## src/rtl/fm_copy_engine.sv

```systemverilog
// fm_copy_engine
//   Moves one feature-map tile from the IFM buffer to the OFM buffer. It
//   launches the route/upsample address sequencer and then consumes its
//   read and write address streams.
//   - Each sequencer read is reissued to the IFM read port one cycle later.
//   - Each sequencer write address waits in a small FIFO until its read data
//     returns RD_LAT cycles after the IFM read.
//   - The address and data are then written to the OFM port together.
//   - The block flags FIFO overflow, FIFO underflow and write-count mismatch
//     with a sticky error bit.
//
// Ports
//   clk, rst                       clock, synchronous active-high reset
//   q_mv_start, q_total_words      start pulse and expected OFM write count
//   o_mv_busy, o_mv_done, o_mv_err status back to the top-level controller
//   o_as_start, i_as_done          sequencer launch pulse and its done pulse
//   i_as_rd_vld, i_as_rd_addr      sequencer read stream
//   i_as_wr_vld, i_as_wr_addr      sequencer write stream (one cycle behind)
//   o_ifm_rd_en, o_ifm_rd_addr     IFM buffer read port
//   i_ifm_rd_data                  IFM read data, RD_LAT cycles after enable
//   o_ofm_wr_en, o_ofm_wr_addr,
//   o_ofm_wr_data                  OFM buffer write port
module fm_copy_engine #(
    parameter int IFM_AW      = 17,
    parameter int OFM_AW      = 17,
    parameter int DW          = 256,
    parameter int RD_LAT      = 1,
    parameter int AFIFO_DEPTH = 8,
    parameter int W_CNT       = 24
) (
    input  logic              clk,
    input  logic              rst,
    input  logic              q_mv_start,
    input  logic [W_CNT-1:0]  q_total_words,
    output logic              o_mv_busy,
    output logic              o_mv_done,
    output logic              o_mv_err,
    output logic              o_as_start,
    input  logic              i_as_done,
    input  logic              i_as_rd_vld,
    input  logic [IFM_AW-1:0] i_as_rd_addr,
    input  logic              i_as_wr_vld,
    input  logic [OFM_AW-1:0] i_as_wr_addr,
    output logic              o_ifm_rd_en,
    output logic [IFM_AW-1:0] o_ifm_rd_addr,
    input  logic [DW-1:0]     i_ifm_rd_data,
    output logic              o_ofm_wr_en,
    output logic [OFM_AW-1:0] o_ofm_wr_addr,
    output logic [DW-1:0]     o_ofm_wr_data
);

    localparam int PW = $clog2(AFIFO_DEPTH);
    localparam logic [PW:0] CNT_FULL = (PW + 1)'(AFIFO_DEPTH);

    typedef enum logic [2:0] {
        IDLE,
        LAUNCH,
        RUN,
        DRAIN,
        DONE
    } state_t;

    state_t state, state_nxt;

    logic [OFM_AW-1:0] fifo_mem [AFIFO_DEPTH];
    logic [PW-1:0]     wr_ptr, rd_ptr;
    logic [PW:0]       fifo_cnt;
    logic              fifo_empty, fifo_full;
    logic              push, pop, overflow, underflow;

    logic [RD_LAT-1:0] dv_pipe;
    logic              dv;
    logic              pipe_empty;

    logic [W_CNT-1:0]  wr_cnt, total_q;
    logic              start_acc;

    assign fifo_empty = (fifo_cnt == '0);
    assign fifo_full  = (fifo_cnt == CNT_FULL);

    // dv is high in the cycle in which i_ifm_rd_data is valid.
    assign dv         = dv_pipe[RD_LAT-1];
    assign pipe_empty = !o_ifm_rd_en && (dv_pipe == '0);

    // A push into a full FIFO is dropped even if a pop happens in the same cycle.
    assign push      = i_as_wr_vld && !fifo_full;
    assign overflow  = i_as_wr_vld && fifo_full;
    assign pop       = dv && !fifo_empty;
    assign underflow = dv && fifo_empty;

    assign o_mv_busy  = (state != IDLE);
    assign o_mv_done  = (state == DONE);
    assign o_as_start = (state == LAUNCH);

    // FSM
    always_ff @(posedge clk) begin
        if (rst) state <= IDLE;
        else     state <= state_nxt;
    end

    always_comb begin
        state_nxt = state;
        start_acc = 1'b0;
        unique case (state)
            IDLE: begin
                if (q_mv_start) begin
                    start_acc = 1'b1;
                    state_nxt = LAUNCH;
                end
            end
            LAUNCH:  state_nxt = RUN;
            RUN:     if (i_as_done) state_nxt = DRAIN;
            DRAIN:   if (pipe_empty && fifo_empty) state_nxt = DONE;
            DONE:    state_nxt = IDLE;
            default: state_nxt = IDLE;
        endcase
    end

    // Read issue and data-valid tracking (not gated by state)
    always_ff @(posedge clk) begin
        if (rst) begin
            o_ifm_rd_en   <= 1'b0;
            o_ifm_rd_addr <= '0;
            dv_pipe       <= '0;
        end else begin
            o_ifm_rd_en   <= i_as_rd_vld;
            o_ifm_rd_addr <= i_as_rd_addr;
            dv_pipe[0]    <= o_ifm_rd_en;
            for (int unsigned i = 1; i < RD_LAT; i++) begin
                dv_pipe[i] <= dv_pipe[i-1];
            end
        end
    end

    // Write-address FIFO
    always_ff @(posedge clk) begin
        if (push) fifo_mem[wr_ptr] <= i_as_wr_addr;
    end

    always_ff @(posedge clk) begin
        if (rst) begin
            wr_ptr   <= '0;
            rd_ptr   <= '0;
            fifo_cnt <= '0;
        end else begin
            if (push) wr_ptr <= wr_ptr + 1'b1;
            if (pop)  rd_ptr <= rd_ptr + 1'b1;
            unique case ({push, pop})
                2'b10:   fifo_cnt <= fifo_cnt + 1'b1;
                2'b01:   fifo_cnt <= fifo_cnt - 1'b1;
                default: ;
            endcase
        end
    end

    // Write issue
    always_ff @(posedge clk) begin
        if (rst) begin
            o_ofm_wr_en   <= 1'b0;
            o_ofm_wr_addr <= '0;
            o_ofm_wr_data <= '0;
        end else begin
            o_ofm_wr_en <= pop;
            if (pop) begin
                o_ofm_wr_addr <= fifo_mem[rd_ptr];
                o_ofm_wr_data <= i_ifm_rd_data;
            end
        end
    end

    // Counters and sticky error. A start clears, but a concurrent error event wins.
    always_ff @(posedge clk) begin
        if (rst) begin
            wr_cnt   <= '0;
            total_q  <= '0;
            o_mv_err <= 1'b0;
        end else begin
            if (start_acc) begin
                wr_cnt  <= '0;
                total_q <= q_total_words;
            end else if (pop && (wr_cnt != '1)) begin
                wr_cnt <= wr_cnt + 1'b1;
            end

            if (start_acc) o_mv_err <= 1'b0;
            if (overflow || underflow || ((state == DONE) && (wr_cnt != total_q)))
                o_mv_err <= 1'b1;
        end
    end

endmodule

```

## config.mk

```make
export PLATFORM = sky130hd
export DESIGN_NAME = fm_copy_engine
export DESIGN_NICKNAME = d
export VERILOG_FILES = /design/src/rtl/fm_copy_engine.sv
export SDC_FILE = /design/constraint.sdc
export NUM_CORES = 1
export LEC_CHECK = 0
export CAP_MARGIN = 20
export CELL_PAD_IN_SITES_DETAIL_PLACEMENT = 1
export CELL_PAD_IN_SITES_GLOBAL_PLACEMENT = 1
export CORE_MARGIN = 4
export CORE_UTILIZATION = 34
export DETAILED_ROUTE_END_ITERATION = 12
export PLACE_DENSITY = 0.83
export SLEW_MARGIN = 20
export SYNTH_ARGS = -nofsm -noshare
export SYNTH_HDL_FRONTEND = slang
export SYNTH_SLANG_ARGS = --single-unit
export TNS_END_PERCENT = 1
```

## constraint.sdc

```tcl
create_clock -name clk -period 4.45 [get_ports clk]
set_input_delay 0.6675 -clock clk [delete_from_list [all_inputs] [get_ports clk]]
set_output_delay 0.6675 -clock clk [all_outputs]
set_load 0.03 [all_outputs]
```

==> results.json <==
{
  "drt-initial-drc-count": 651,
  "swShare_pct": 24.88,
  "via_count": 15444,
  "clock-root-buffer": "clkbuf_16",
  "p_leak_nw": 8.800,
  "clock_latency_ps": 610,
  "clkPwrFrac_pct": 42.1,
  "die_area_um2": 56480,
  "cts_resized": 0,
  "finalCritPeriodShare_pct": 72.61,
  "placed_area_um2": 24660,
  "grt_pass1_wl_um": 99480,
  "grt_usage_pct": 22.35,
  "worst_pin_slew_ps": 1071,
  "setup_violations": 0,
  "drc": 0,
  "ios": 616,
  "die_w_um": 237.7,
  "core_area_um2": 51720,
  "hold_path_class": "flip-flop to flip-flop",
  "slew_viol_final": 0,
  "startpoint_type": "flip-flop",
  "synth.distinct_cells": 48,
  "seqPwrFrac_pct": 46.3,
  "path_clk_slew_ps": 60,
  "max_freq_mhz": 309.5,
  "synth_nets": 2110,
  "vdd_drop_max_v": 0.0003246,
  "placedCellCount": 2972,
  "hold_viol_final": 0,
  "finalPower_mw": 10.47,
  "critPathMaxFanout": 97,
  "synth_edf_count": 136,
  "path_class": "flip-flop to flip-flop",
  "power.density_nw_per_um2": 396.0,
  "hold_buffers": 0,
  "synth-seq-area-share_pct": 62.40,
  "relSlewSlack_pct": 28.63,
  "tritoncts": "done",
  "final_common_cell": "clkdlybuf4s50_1",
  "p_sw_mw": 2.605,
  "antenna_found_initial": 5,
  "clockBufferDepth": 3,
  "grt_pass1_vias": 16470,
  "worstPathCellList": "o41ai_4 > buf_4 > buf_4 > nand2_1 > a21oi_1",
  "async_flop_share_pct": 0,
  "nets": 2674,
  "post-route-util_pct": 51.11,
  "grt_start_max_net_pins": 187,
  "ys_warn_count": 0,
  "drt_pass1_iterations": 5,
  "portBuffers": 615,
  "route.detailed.vias_per_inst": 5.031,
  "syn2layout_area_growth_pct": 47.39,
  "syn-cell-area_um2": 17930,
  "critPathSlowestCell": "buf_4",
  "status": "complete, no violations",
  "fin_tns_setup_ps": 0,
  "fp.dieH_um": 237.7,
  "power_frac_comb_pct": 11.6,
  "drive_above_1_share_pct": 6.362,
  "crit_top_cell": "buf_4",
  "cts_setup_buffers": 0,
  "cp.required_ps": 4970,
  "final_area_um2": 26430,
  "cts_inserted_buffers": 53,
  "cts_max_level": 2,
  "endpoint_kind": "flip-flop",
  "synth_cells": 1784,
  "synth-main-ff-cell": "dfxtp_1",
  "layoutNonFillerInstCount": 3070,
  "place.gp.congestion": 0.8466,
  "clkSinkCount": 491,
  "clock_skew_ps": 34.30,
  "p_int_mw": 7.864,
  "synth_seq_cells": 491,
  "detail-route-antenna-nets": 0,
  "start_util_pct": 34.68,
  "wl_per_cell_um": 21.70,
  "final_cell_mix": "614 x clkdlybuf4s50_1, 583 x nand2_1, 353 x dfxtp_1",
  "routed_wl_um": 66630,
  "rsz0062_at_grt": "false",
  "rows": 83,
  "syn_avg_cell_area_um2": 10.05,
  "drv_cap": 0,
  "grt_overflow": 0,
  "hpwl_um": 47700,
  "cp.arrival_ps": 3750,
  "max_stage_delay_ps": 930,
  "period_needed_ps": 3231
}
cells in the mapped netlist (9+ instances only):
| master | n | area (um2) |
|---|---|---|
| nand4_1 | 10 | 62.56 |
| buf_2 | 34 | 170.2 |
| nand2_1 | 583 | 2188 |
| dfxtp_1 | 355 | 7107 |
| clkbuf_1 | 86 | 322.8 |
| nand3_1 | 10 | 50.05 |
| or3_1 | 9 | 56.30 |
| a21oi_1 | 295 | 1476 |
| mux2i_1 | 18 | 180.2 |
| nor2b_1 | 19 | 118.9 |
| a211oi_1 | 18 | 135.1 |
| nor2_1 | 45 | 168.9 |
| mux4_2 | 34 | 765.7 |
| xnor2_1 | 14 | 122.6 |
| xor2_1 | 31 | 271.5 |
| nor4_1 | 10 | 62.56 |
| edfxtp_1 | 136 | 4084 |
routing by layer:
metal  wire length (um)  GRT usage (%)  up-vias
li1                   -              -     7172
met1              24400          24.68     7607
met2              34240          40.21      517
met3               4863          6.637      140
met4               3062          9.041        8
met5                 58              0        -
kinds of logic after synthesis:
logic type                 synth area share (%)
adders and majority gates                0.4186
AOI/OAI and AO/OA                         10.17
muxes                                     5.337
and+or+nand+nor                           16.47
xor gates and xnor gates                  2.198
DFF                                       62.40
buffers and inverters                     3.000
registers in the layout (all words and copies together), names as in the netlist:
register       count
dv                 1
fifo_cnt           4
fifo_mem         136
o_ifm_rd_addr     17
o_ifm_rd_en        1
o_mv_err           1
o_ofm_wr_addr     17
o_ofm_wr_data    256
o_ofm_wr_en        1
rd_ptr             3
state              3
total_q           24
wr_cnt            24
wr_ptr             3
power groups by stage:
stage                     registers, mW  clock network, mW  logic [mW]
after floorplan                    5.10                  0       0.396
after global placement             4.93                  0        1.18
after detailed placement           4.95                  0        1.22
after CTS                          4.85               4.51        1.23
after global routing               4.87               4.72        1.30
final                              4.85               4.41        1.21
critical path, delay by kind of cell, from the launching register on:
family,cells,cell delay [ps]
buf+inv,2,1620
compound gates,2,850
flops,1,400
simple gates,1,170
cell type report:
cell class                 instances  area, um2
inverter                           3      18.77
multi-input combinational       1165       6265
clock inverter                    22      289.0
tap                              680      850.8
sequential                       491      11190
clock buffer                      74       1465
antenna                            1      2.502
fill                            5627      25280
timing repair buffer             634       6349
final timing paths:
check / cells past startpoint / slack [ps] / start / endpoint
min reg2reg: 2 / 450 / o_ofm_wr_data[156] / o_ofm_wr_data[156]
max: 5 / 1220 / fifo_cnt[0] / o_ofm_wr_data[119]
max reg2reg: 5 / 1220 / fifo_cnt[0] / o_ofm_wr_data[119]
min: 2 / 450 / o_ofm_wr_data[156] / o_ofm_wr_data[156]
through the flow:
step | hold slack (ps) | worst slack, ps
after floorplan | 448.1 | 925.7
after global placement | 440.4 | 1154
after detailed placement | 447.9 | 1109
after CTS | 455.7 | 1248
after global routing | 470.4 | 1042
final | 451.7 | 1219
Note: power is estimated with default switching activity, not from simulation.
==> variant: new RTL, same flow settings <==
Compare `fifo_cnt` against `CNT_FULL` with >= in place of ==.
--- a/src/rtl/fm_copy_engine.sv
+++ b/src/rtl/fm_copy_engine.sv
@@ -76,7 +76,7 @@
     logic              start_acc;
 
     assign fifo_empty = (fifo_cnt == '0);
-    assign fifo_full  = (fifo_cnt == CNT_FULL);
+    assign fifo_full  = (fifo_cnt >= CNT_FULL);
 
     // dv is high in the cycle in which i_ifm_rd_data is valid.
     assign dv         = dv_pipe[RD_LAT-1];
Behaviour: same outputs for any inputs over 4 cycles, from zero or initial values and one cycle with rst high; that may be too few to reach the edited logic, so the function may still have changed.
==> variant against the unedited design <==
  * Utilization down 0.74 points
  * Hold slack better by 0.56 ps
  * Routed wire length up 3.3%
  * Cell area up 0.74%
  * Maximum frequency up 11%
  * Total power down 1.4%
  * Synthesized cell count up 1.8%
  * Area after synthesis up 1.7%
  * Highest routed layer unchanged
  * Sequential cell count unchanged
  * Worst setup slack better by 320 ps
==> variant: results (changes against the unedited design) <==
Cells after Synth: 1817 (+1.8%)
Largest net degree at the start of global routing: 214 (+14%)
HP Class: reg2reg
Worst clock skew: 42.9 ps (+8.59 ps)
Hold depth: 2 (unchanged)
Hold Path Sink: o_ofm_wr_data[220]$_SDFFE_PP0P_
Post-CTS Resized: 0 (unchanged)
Cell leakage power: 8.75 nW (-0.62%)
Final net count: 2700 (+0.97%)
Mux share of post-synthesis cell area: 0.0601 (+0.00677)
Share of cells above drive strength 1: 0.0645 (+0.000918)
Initial DRC count: 814 (+25%)
Master of the slowest instance on the critical path: buf_12
Number of global-route vias before repair: 16800 (+1.7%)
Synth Area in Compound Gates: 0.101 (-0.000914)
Post-placement cell count: 3007 (+1.2%)
RR Startpoint: fifo_cnt[0]$_SDFFE_PP0P_
Initial antenna violation count: 12 (+7)
Synth Area in Adders: 0.00411 (-0.0000715)
Hold Path Origin: o_ofm_wr_data[220]$_SDFFE_PP0P_
Library cells used by synthesis: 51 (+6.3%)
GP Congestion: 0.846 (-0.11%)
GRT Util Overall: 0.225 (+0.00186)
Via density: 5.05 (+0.32%)
Switching part of the total power: 0.252 (+0.00289)
Clock root buffer: clkbuf_16
Drt pass-1 iters: 4 (-1)
GRT met1 Usage: 0.253 (+0.00600)
Via count: 15700 (+1.8%)
Sequential-to-total area share from yosys stat: 0.613 (-0.0107)
Max-cap violations: 0 (unchanged)
Maximum vdd drop: 0.000361 V (+11%)
Result of the run: finished clean
Crit-path max FO: 208 (+110%)
CP max stage delay: 610 ps (-320 ps)
Worst slew margin: 0.154 (-0.132)
Clock transition at path regs: 60 ps (about the same)
Post-DP Area: 24900 um^2 (+0.88%)
GR met3 Demand/Resource: 0.0698 (+0.00341)
Clock Path Buffers: 3 (unchanged)
Flop2flop setup slack: 1540 ps (+320 ps)
Synth cell count leaders: 605 x nand2_1, 355 x dfxtp_1, 294 x a21oi_1
Hold_ws: 452 ps (+0.557 ps)
First-pass GRT wire length: 100000 um (+0.64%)
Xor/xnor share of the synthesized area: 0.0144 (-0.00758)
Ranking of synthesized cells by area: dfxtp_1 39%, edfxtp_1 22%, nand2_1 12%
Worst Path Arrival: 3420 ps (-330 ps)
Syn Nets: 2143 (+1.6%)
Final total power: 10.3 mW (-1.4%)
R2R Path End: o_ofm_wr_data[103]$_SDFFE_PP0P_
Wire per inst: 22.1 um (+1.7%)
Place WS: 1150 ps (+39.5 ps)
Worst-Skew Late Latency: 610 ps (about the same)
Fillers: 5785 (+2.8%)
DP HPWL: 48800 um (+2.4%)
Met2 Use GR: 0.393 (-0.00920)
-- variant: worst max-delay path: cells and delay by family, from the launching register on --
kind                   cells  cell delay (ps)
AOI/OAI and AO/OA          2              750
buffers and inverters      2             1200
DFF                        1              390
and+or+nand+nor            1              210
-- variant: metal layers --
layer / vias to the layer above / share of wire
met4: 4 / 0.041
met2: 556 / 0.50
met3: 153 / 0.077
met5: - / 0.00038
met1: 7705 / 0.38
li1: 7308 / -
-- variant: how the worst max path moves through the flow --
| stage | slack (ps) | endpoint | start | cells after the start |
|---|---|---|---|---|
| finish | 1540 | o_ofm_wr_data[103]$_SDFFE_PP0P_ | fifo_cnt[0]$_SDFFE_PP0P_ | 5 |
| global route | 1360 | o_ofm_wr_data[103]$_SDFFE_PP0P_ | fifo_cnt[0]$_SDFFE_PP0P_ | 5 |
| CTS | 1560 | o_ofm_wr_data[103]$_SDFFE_PP0P_ | fifo_cnt[0]$_SDFFE_PP0P_ | 5 |
| detailed placement | 1150 | fifo_cnt[2]$_SDFFE_PP0P_ | i_as_wr_vld | 10 |
| global placement | 1220 | fifo_cnt[2]$_SDFFE_PP0P_ | i_as_wr_vld | 10 |
| floorplan | 1590 | fifo_mem[2][0]$_DFFE_PP_ | i_as_wr_vld | 3 |
-- variant: cell type report --
| class | count | area, um^2 | share of cell area |
|---|---|---|---|
| diodes | 11 | 27.5 | 0.00103 |
| clock buffers | 74 | 1510 | 0.0565 |
| clock inverters | 24 | 218 | 0.00818 |
| inverters | 5 | 26.3 | 0.000987 |
| multi-input cells | 1187 | 6440 | 0.242 |
| flip-flops and latches | 491 | 11200 | 0.420 |
| well taps | 688 | 861 | 0.0323 |
| repair buffers | 636 | 6360 | 0.239 |
